File: src/rtl/conv2d_stream.sv
// conv2d_stream: streaming single-channel KxK convolution over a raster pixel
// stream with internal zero padding, stride, bias, arithmetic shift, optional
// ReLU and signed saturation. Arithmetic runs in a fixed 3-stage pipeline.
module conv2d_stream #(
  parameter int N           = 8,
  parameter int INPUT_SIZE  = 28,
  parameter int KERNEL_SIZE = 3,
  parameter int STRIDE      = 1,
  parameter int PADDING     = 0,
  parameter int ACC_W       = 32
) (
  input  logic                                    clk,
  input  logic                                    rst_n,
  input  logic                                    start,
  input  logic                                    din_vld,
  input  logic [N-1:0]                            din,
  output logic                                    din_rdy,
  input  logic [KERNEL_SIZE*KERNEL_SIZE*N-1:0]    weight_din,
  input  logic [ACC_W-1:0]                        bias_din,
  input  logic [4:0]                              shift_din,
  input  logic                                    relu_en,
  output logic [N-1:0]                            dout,
  output logic                                    dout_vld,
  output logic                                    busy,
  output logic                                    frame_done
);

  localparam int K   = KERNEL_SIZE;
  localparam int KK  = K * K;
  localparam int W   = INPUT_SIZE + 2 * PADDING;
  localparam int LBR = (K > 1) ? K - 1 : 1;
  localparam int unsigned CW = (W > 1) ? $clog2(W) : 1;
  localparam int unsigned PW = 2 * N;

  localparam logic signed [ACC_W-1:0] SAT_MAX = ACC_W'(2 ** (N - 1) - 1);
  localparam logic signed [ACC_W-1:0] SAT_MIN = ~SAT_MAX;

  localparam logic [1:0] S_IDLE  = 2'd0;
  localparam logic [1:0] S_RUN   = 2'd1;
  localparam logic [1:0] S_FLUSH = 2'd2;

  // Control and configuration
  logic [1:0]              state_q, state_d;
  logic [CW-1:0]           r_q, r_d;
  logic [CW-1:0]           c_q, c_d;
  logic [1:0]              fl_q, fl_d;
  logic [KK*N-1:0]         w_q, w_d;
  logic signed [ACC_W-1:0] bias_q, bias_d;
  logic [4:0]              shift_q, shift_d;
  logic                    relu_q, relu_d;
  logic                    din_rdy_q, din_rdy_d;
  logic                    busy_q, busy_d;
  logic                    frame_done_q, frame_done_d;

  logic                    consume;
  logic                    clear;
  logic                    emit;
  logic signed [N-1:0]     pix;

  // Line buffer (previous K-1 rows per column) and sliding window
  logic signed [N-1:0]     lb_q  [LBR][W];
  logic signed [N-1:0]     lb_d  [LBR][W];
  logic signed [N-1:0]     win_q [K][K];
  logic signed [N-1:0]     win_d [K][K];
  logic signed [N-1:0]     newcol [K];

  // Arithmetic pipeline
  logic                    p_vld_q, p_vld_d;
  logic signed [PW-1:0]    prod_q [KK];
  logic signed [PW-1:0]    prod_d [KK];
  logic                    s_vld_q, s_vld_d;
  logic signed [ACC_W-1:0] acc_q, acc_d;
  logic signed [ACC_W-1:0] sum;
  logic signed [ACC_W-1:0] sh;
  logic [N-1:0]            dout_q, dout_d;
  logic                    dout_vld_q, dout_vld_d;

  function automatic logic real_pos(input logic [CW-1:0] p);
    return (int'(p) >= PADDING) && (int'(p) < PADDING + INPUT_SIZE);
  endfunction

  // Scan FSM: walks the padded grid, inserting zeros at pad positions
  always_comb begin
    state_d      = state_q;
    r_d          = r_q;
    c_d          = c_q;
    fl_d         = fl_q;
    w_d          = w_q;
    bias_d       = bias_q;
    shift_d      = shift_q;
    relu_d       = relu_q;
    frame_done_d = 1'b0;
    consume      = 1'b0;
    clear        = 1'b0;
    pix          = '0;
    case (state_q)
      S_IDLE: begin
        if (start) begin
          state_d = S_RUN;
          w_d     = weight_din;
          bias_d  = bias_din;
          shift_d = shift_din;
          relu_d  = relu_en;
          r_d     = '0;
          c_d     = '0;
          clear   = 1'b1;
        end
      end
      S_RUN: begin
        consume = din_rdy_q ? din_vld : 1'b1;
        pix     = din_rdy_q ? din : '0;
        if (consume) begin
          if (c_q == CW'(W - 1)) begin
            c_d = '0;
            if (r_q == CW'(W - 1)) begin
              state_d = S_FLUSH;
              fl_d    = '0;
            end else begin
              r_d = r_q + CW'(1);
            end
          end else begin
            c_d = c_q + CW'(1);
          end
        end
      end
      S_FLUSH: begin
        fl_d         = fl_q + 2'd1;
        frame_done_d = (fl_q == 2'd1);
        if (fl_q == 2'd2) state_d = S_IDLE;
      end
      default: state_d = S_IDLE;
    endcase
    busy_d    = (state_d != S_IDLE);
    din_rdy_d = (state_d == S_RUN) && real_pos(r_d) && real_pos(c_d);
  end

  // A window is emitted when the consumed position completes a strided KxK block
  assign emit = consume
             && (int'(r_q) >= K - 1) && (int'(c_q) >= K - 1)
             && (((int'(r_q) - (K - 1)) % STRIDE) == 0)
             && (((int'(c_q) - (K - 1)) % STRIDE) == 0);

  // Line buffer column shift and window slide on every consumed position
  always_comb begin
    lb_d  = lb_q;
    win_d = win_q;
    for (int k = 0; k < K; k++) newcol[k] = pix;
    for (int k = 0; k < K - 1; k++) newcol[k] = lb_q[k][c_q];
    if (clear) begin
      lb_d  = '{default: '0};
      win_d = '{default: '0};
    end else if (consume) begin
      for (int k = 0; k < K - 1; k++) lb_d[k][c_q] = newcol[k + 1];
      for (int ky = 0; ky < K; ky++) begin
        for (int kx = 0; kx < K - 1; kx++) win_d[ky][kx] = win_q[ky][kx + 1];
        win_d[ky][K - 1] = newcol[ky];
      end
    end
  end

  // Pipeline: products, adder tree plus bias, shift/ReLU/saturate
  always_comb begin
    p_vld_d = emit;
    prod_d  = prod_q;
    if (emit) begin
      for (int i = 0; i < KK; i++) begin
        prod_d[i] = PW'(win_d[i / K][i % K]) * PW'($signed(w_q[N * (KK - 1 - i) +: N]));
      end
    end

    s_vld_d = p_vld_q;
    sum     = bias_q;
    for (int i = 0; i < KK; i++) sum = sum + ACC_W'(prod_q[i]);
    acc_d   = p_vld_q ? sum : acc_q;

    dout_vld_d = s_vld_q;
    sh         = acc_q >>> shift_q;
    if (relu_q && sh[ACC_W-1]) sh = '0;
    dout_d = dout_q;
    if (s_vld_q) begin
      if (sh > SAT_MAX)      dout_d = N'(SAT_MAX);
      else if (sh < SAT_MIN) dout_d = N'(SAT_MIN);
      else                   dout_d = N'(sh);
    end
  end

  // State, datapath and pipeline registers
  always_ff @(posedge clk or negedge rst_n) begin
    if (!rst_n) begin
      state_q      <= S_IDLE;
      r_q          <= '0;
      c_q          <= '0;
      fl_q         <= '0;
      w_q          <= '0;
      bias_q       <= '0;
      shift_q      <= '0;
      relu_q       <= 1'b0;
      din_rdy_q    <= 1'b0;
      busy_q       <= 1'b0;
      frame_done_q <= 1'b0;
      lb_q         <= '{default: '0};
      win_q        <= '{default: '0};
      p_vld_q      <= 1'b0;
      prod_q       <= '{default: '0};
      s_vld_q      <= 1'b0;
      acc_q        <= '0;
      dout_q       <= '0;
      dout_vld_q   <= 1'b0;
    end else begin
      state_q      <= state_d;
      r_q          <= r_d;
      c_q          <= c_d;
      fl_q         <= fl_d;
      w_q          <= w_d;
      bias_q       <= bias_d;
      shift_q      <= shift_d;
      relu_q       <= relu_d;
      din_rdy_q    <= din_rdy_d;
      busy_q       <= busy_d;
      frame_done_q <= frame_done_d;
      lb_q         <= lb_d;
      win_q        <= win_d;
      p_vld_q      <= p_vld_d;
      prod_q       <= prod_d;
      s_vld_q      <= s_vld_d;
      acc_q        <= acc_d;
      dout_q       <= dout_d;
      dout_vld_q   <= dout_vld_d;
    end
  end

  assign din_rdy    = din_rdy_q;
  assign busy       = busy_q;
  assign frame_done = frame_done_q;
  assign dout       = dout_q;
  assign dout_vld   = dout_vld_q;

endmodule

File: config.mk
export PLATFORM = sky130hd
export DESIGN_NAME = conv2d_stream
export DESIGN_NICKNAME = d
export VERILOG_FILES = /design/src/rtl/conv2d_stream.sv
export SDC_FILE = /design/constraint.sdc
export NUM_CORES = 2
export LEC_CHECK = 0
export CAP_MARGIN = 20
export CORE_MARGIN = 2
export CORE_UTILIZATION = 64
export DETAILED_ROUTE_END_ITERATION = 10
export HOLD_SLACK_MARGIN = 0.06
export PLACE_DENSITY = 0.93
export REMOVE_ABC_BUFFERS = 1
export SYNTH_ARGS = -nofsm -noshare
export SYNTH_HDL_FRONTEND = slang
export SYNTH_SLANG_ARGS = --single-unit
File: constraint.sdc
create_clock -name clk -period 8.4 [get_ports clk]
set_input_delay 2.52 -clock clk [delete_from_list [all_inputs] [get_ports clk]]
set_output_delay 2.52 -clock clk [all_outputs]
set_load 0.05 [all_outputs]
==> impl_metrics.tcl <==
set metrics [dict create \
    yosysTopAreaCell "dfrtp_1" \
    dr.pass1.iters 10 \
    area_growth_pct 9.402 \
    hold_viol 0 \
    nNetsFinal 7718 \
    slew_violations 0 \
    core_area_mm2 0.1000 \
    clk_pin_slew_ns 0.06 \
    synth_edf_count 0 \
    min_period_over_period_pct 96.85 \
    antenna_found_initial 8 \
    synth-main-ff-cell "dfrtp_1" \
    timing.fmax_mhz 122.9 \
    vias 50960 \
    drive_above_1_share_pct 8.141 \
    cts_setup_buffers 0 \
    drv_cap 0 \
    cts_buffer_depth 3 \
    critPathTopFamily "adder cells" \
    first_iter_violations 6502 \
    ys_top_cells_by_count "998 x nand2_1, 919 x inv_1, 834 x dfrtp_1" \
    synth_top_area_share_pct 32.33 \
    hp-class "reg2reg" \
    crit_buf_inv 5 \
    startpoint "din_vld" \
    yosys.cell_count.top_type "nand2_1" \
    row_count 116 \
    gp_congestion 0.9674 \
    tightest_slew_ns 1.288 \
    drcViolationCount 0 \
    ys_ff_latch 834 \
    cts_resized 0 \
    ir_drop_mv 0.2769 \
    critPathSlowestCell "a21oi_1" \
    relSlewSlack_pct 14.13 \
    ant_nets 0 \
    netlist_area_mm2 0.06456 \
    viasPerCell 6.394 \
    avgSynthCellArea_um2 9.867 \
    crit_fanout 15 \
    wirelength_mm 185.8 \
    status "complete, no violations" \
    rr_startpoint "c_q[0]$_DFFE_PN0P_" \
    crit_type "in2reg" \
    setup-violations-final 0 \
    netlist_top_cells_area "dfrtp_1 32%, fa_1 21%, ha_1 5.9%" \
    fin_tns_setup_ns 0 \
    io_pins 134 \
    htreeDepth 3 \
    start_util_pct 64.56 \
    worstSetupEndpointType "register" \
    finalNonFillerCells 7971 \
    die_h_um 321.6 \
    post-route-min-period_ns 8.135 \
    ys_types 80 \
    crit_arrival_ns 8.69 \
    yosysWarnings 0 \
    grt_max_degree 169 \
    numClockSinks 834 \
    fin_worst_skew_ns 0.04743 \
    seq_area_mm2 0.02088 \
    grt-ovfl-total 0 \
    grt_pass1_wl_mm 298.2 \
    cts_hold_buf 0 \
    grt_pass1_vias 54780 \
    dp_hpwl_mm 126.1 \
    rsz0062_at_grt "no" \
    nFillCells 6189 \
    crit_path_start_kind "input port" \
    grt_usage_pct 37.11 \
    clk_latency_ns 0.72 \
    portBuffers 133 \
    cpPeakStageDelay_ns 0.61 \
    dp_slack_ns -0.1165 \
    clockRootBuffer "clkbuf_16" \
    setup_slack_ns 0.2646 \
    critPathRequiredTime_ns 8.95 \
    async_flop_share_pct 100.0 \
    power_density_mw_per_mm2 369.2 \
    fp.dieW_um 321.6 \
    numCtsBuffers 90 \
    leakage_nw 33.60 \
    die-area_mm2 0.1034 \
    ys_seq_area_share_pct 32.33 \
    dp_cells 7803 \
    wl_per_cell_um 23.31 \
    multi_input_comb_area_mm2 0.03892 \
    hp-start "lb_q[256]$_DFFE_PN0P_" \
    synthCells 6543 \
    ff2ff_setup_slack_ns 0.90 \
    cts_tree "yes" \
]
## layout make-up
class / instances / share of cell area [%]
Clock buffer: 122 / 3.704
Inverter: 922 / 4.900
Multi-Input combinational cell: 4482 / 55.11
Clock inverter: 41 / 0.8486
Tap cell: 1298 / 2.299
Antenna cell: 3 / 0.01063
Sequential cell: 834 / 29.57
Timing Repair Buffer: 269 / 3.566
## per-stage QoR
step | cell area [um^2] | power [W] | hold slack, ns | utilization (%)
final | 70630 | 0.02607 | 0.4764 | 70.63
after global routing | 70620 | 0.02811 | 0.4886 | 70.62
after floorplan | 63200 | 0.01659 | 0.4446 | -
after CTS | 70590 | 0.02569 | 0.4786 | 70.59
after detailed placement | 67380 | 0.02085 | 0.4666 | 67.38
after global placement | 67380 | 0.01991 | 0.4560 | 67.38
## state kept, by name, summed over array words and instances (netlist names), 2 cells and up
register and cells:
c_q 5, lb_q 448, state_q 2, w_q 72
dout 8, acc_q 32, fl_q 2, shift_q 5
bias_q 32, r_q 5, prod_q 144, win_q 72
## path summary, 6_finish.rpt
check	end	cells after the start
worst max-delay path	prod_q[14]$_DFFE_PN0P_	25
worst min-delay path	lb_q[256]$_DFFE_PN0P_	2
worst max register to register	prod_q[62]$_DFFE_PN0P_	24
worst min register to register	lb_q[256]$_DFFE_PN0P_	2
max in group asynchronous	lb_q[139]$_DFFE_PN0P_	2
min in group asynchronous	prod_q[107]$_DFFE_PN0P_	1
## power by group
part	internal [W]	leakage (nW)	switching, W
registers	0.00471	11.2	0.000901
logic	0.00668	20.8	0.00942
clock network	0.00254	1.58	0.00184
total	0.0139	33.6	0.0122
## kinds of logic after synthesis
| group | after synthesis | synth area share (%) |
|---|---|---|
| xor gates and xnor gates | 162 | 2.198 |
| muxes | 267 | 6.944 |
| and+or+nand+nor | 2008 | 14.33 |
| AOI/OAI and AO/OA | 1048 | 9.351 |
| adders and majority gates | 997 | 27.38 |
| DFF | 834 | 32.33 |
| buffers and inverters | 1227 | 7.464 |
## metal layers
layer  GRT usage [%]  wire [um]
met1           45.41      63920
met2           58.57      86200
met3           10.49      21560
met4           23.13      14090
met5               0         50
## placed cells by master, fill, tap and decap left out, drive strengths merged, types with 9 or more instances in the layout
master	instances
a21oi	125
nand4	10
clkbuf	122
clkdlybuf4s50	132
inv	924
o21ai	661
a21o	23
o211ai	15
ha	304
o21a	12
bufinv	11
mux4	140
xor2	40
fa	693
a22o	33
clkinv	24
mux2	47
nand3	289
nor2	179
a31oi	38
a21boi	14
mux2i	80
nand2b	39
a22oi	16
or2	33
and3	30
nor2b	19
nand2	998
o22ai	9
and2	355
xnor2	122
buf	137
a211oi	21
o31ai	25
dfrtp	834
nor3	31
## worst register-to-register path, cell delays in order (launching register included)
cell      delay [ns]
dfrtp_4         0.79
buf_4           0.35
mux4_2          0.55
a22oi_1         0.44
o21ai_0         0.28
o21ai_2         0.24
nand2_1         0.25
and2_1          0.27
fa_1            0.53
inv_1           0.07
fa_1            0.53
inv_1           0.05
fa_1            0.47
inv_1           0.05
fa_1            0.47
inv_1           0.04
ha_1            0.32
o21ai_0         0.13
a21boi_0        0.30
o21ai_0         0.16
a21oi_1         0.23
o21ai_0         0.16
a211oi_1        0.40
o21a_1          0.19
o31ai_1         0.08
No activity file was read; power rests on OpenSTA's default activity.
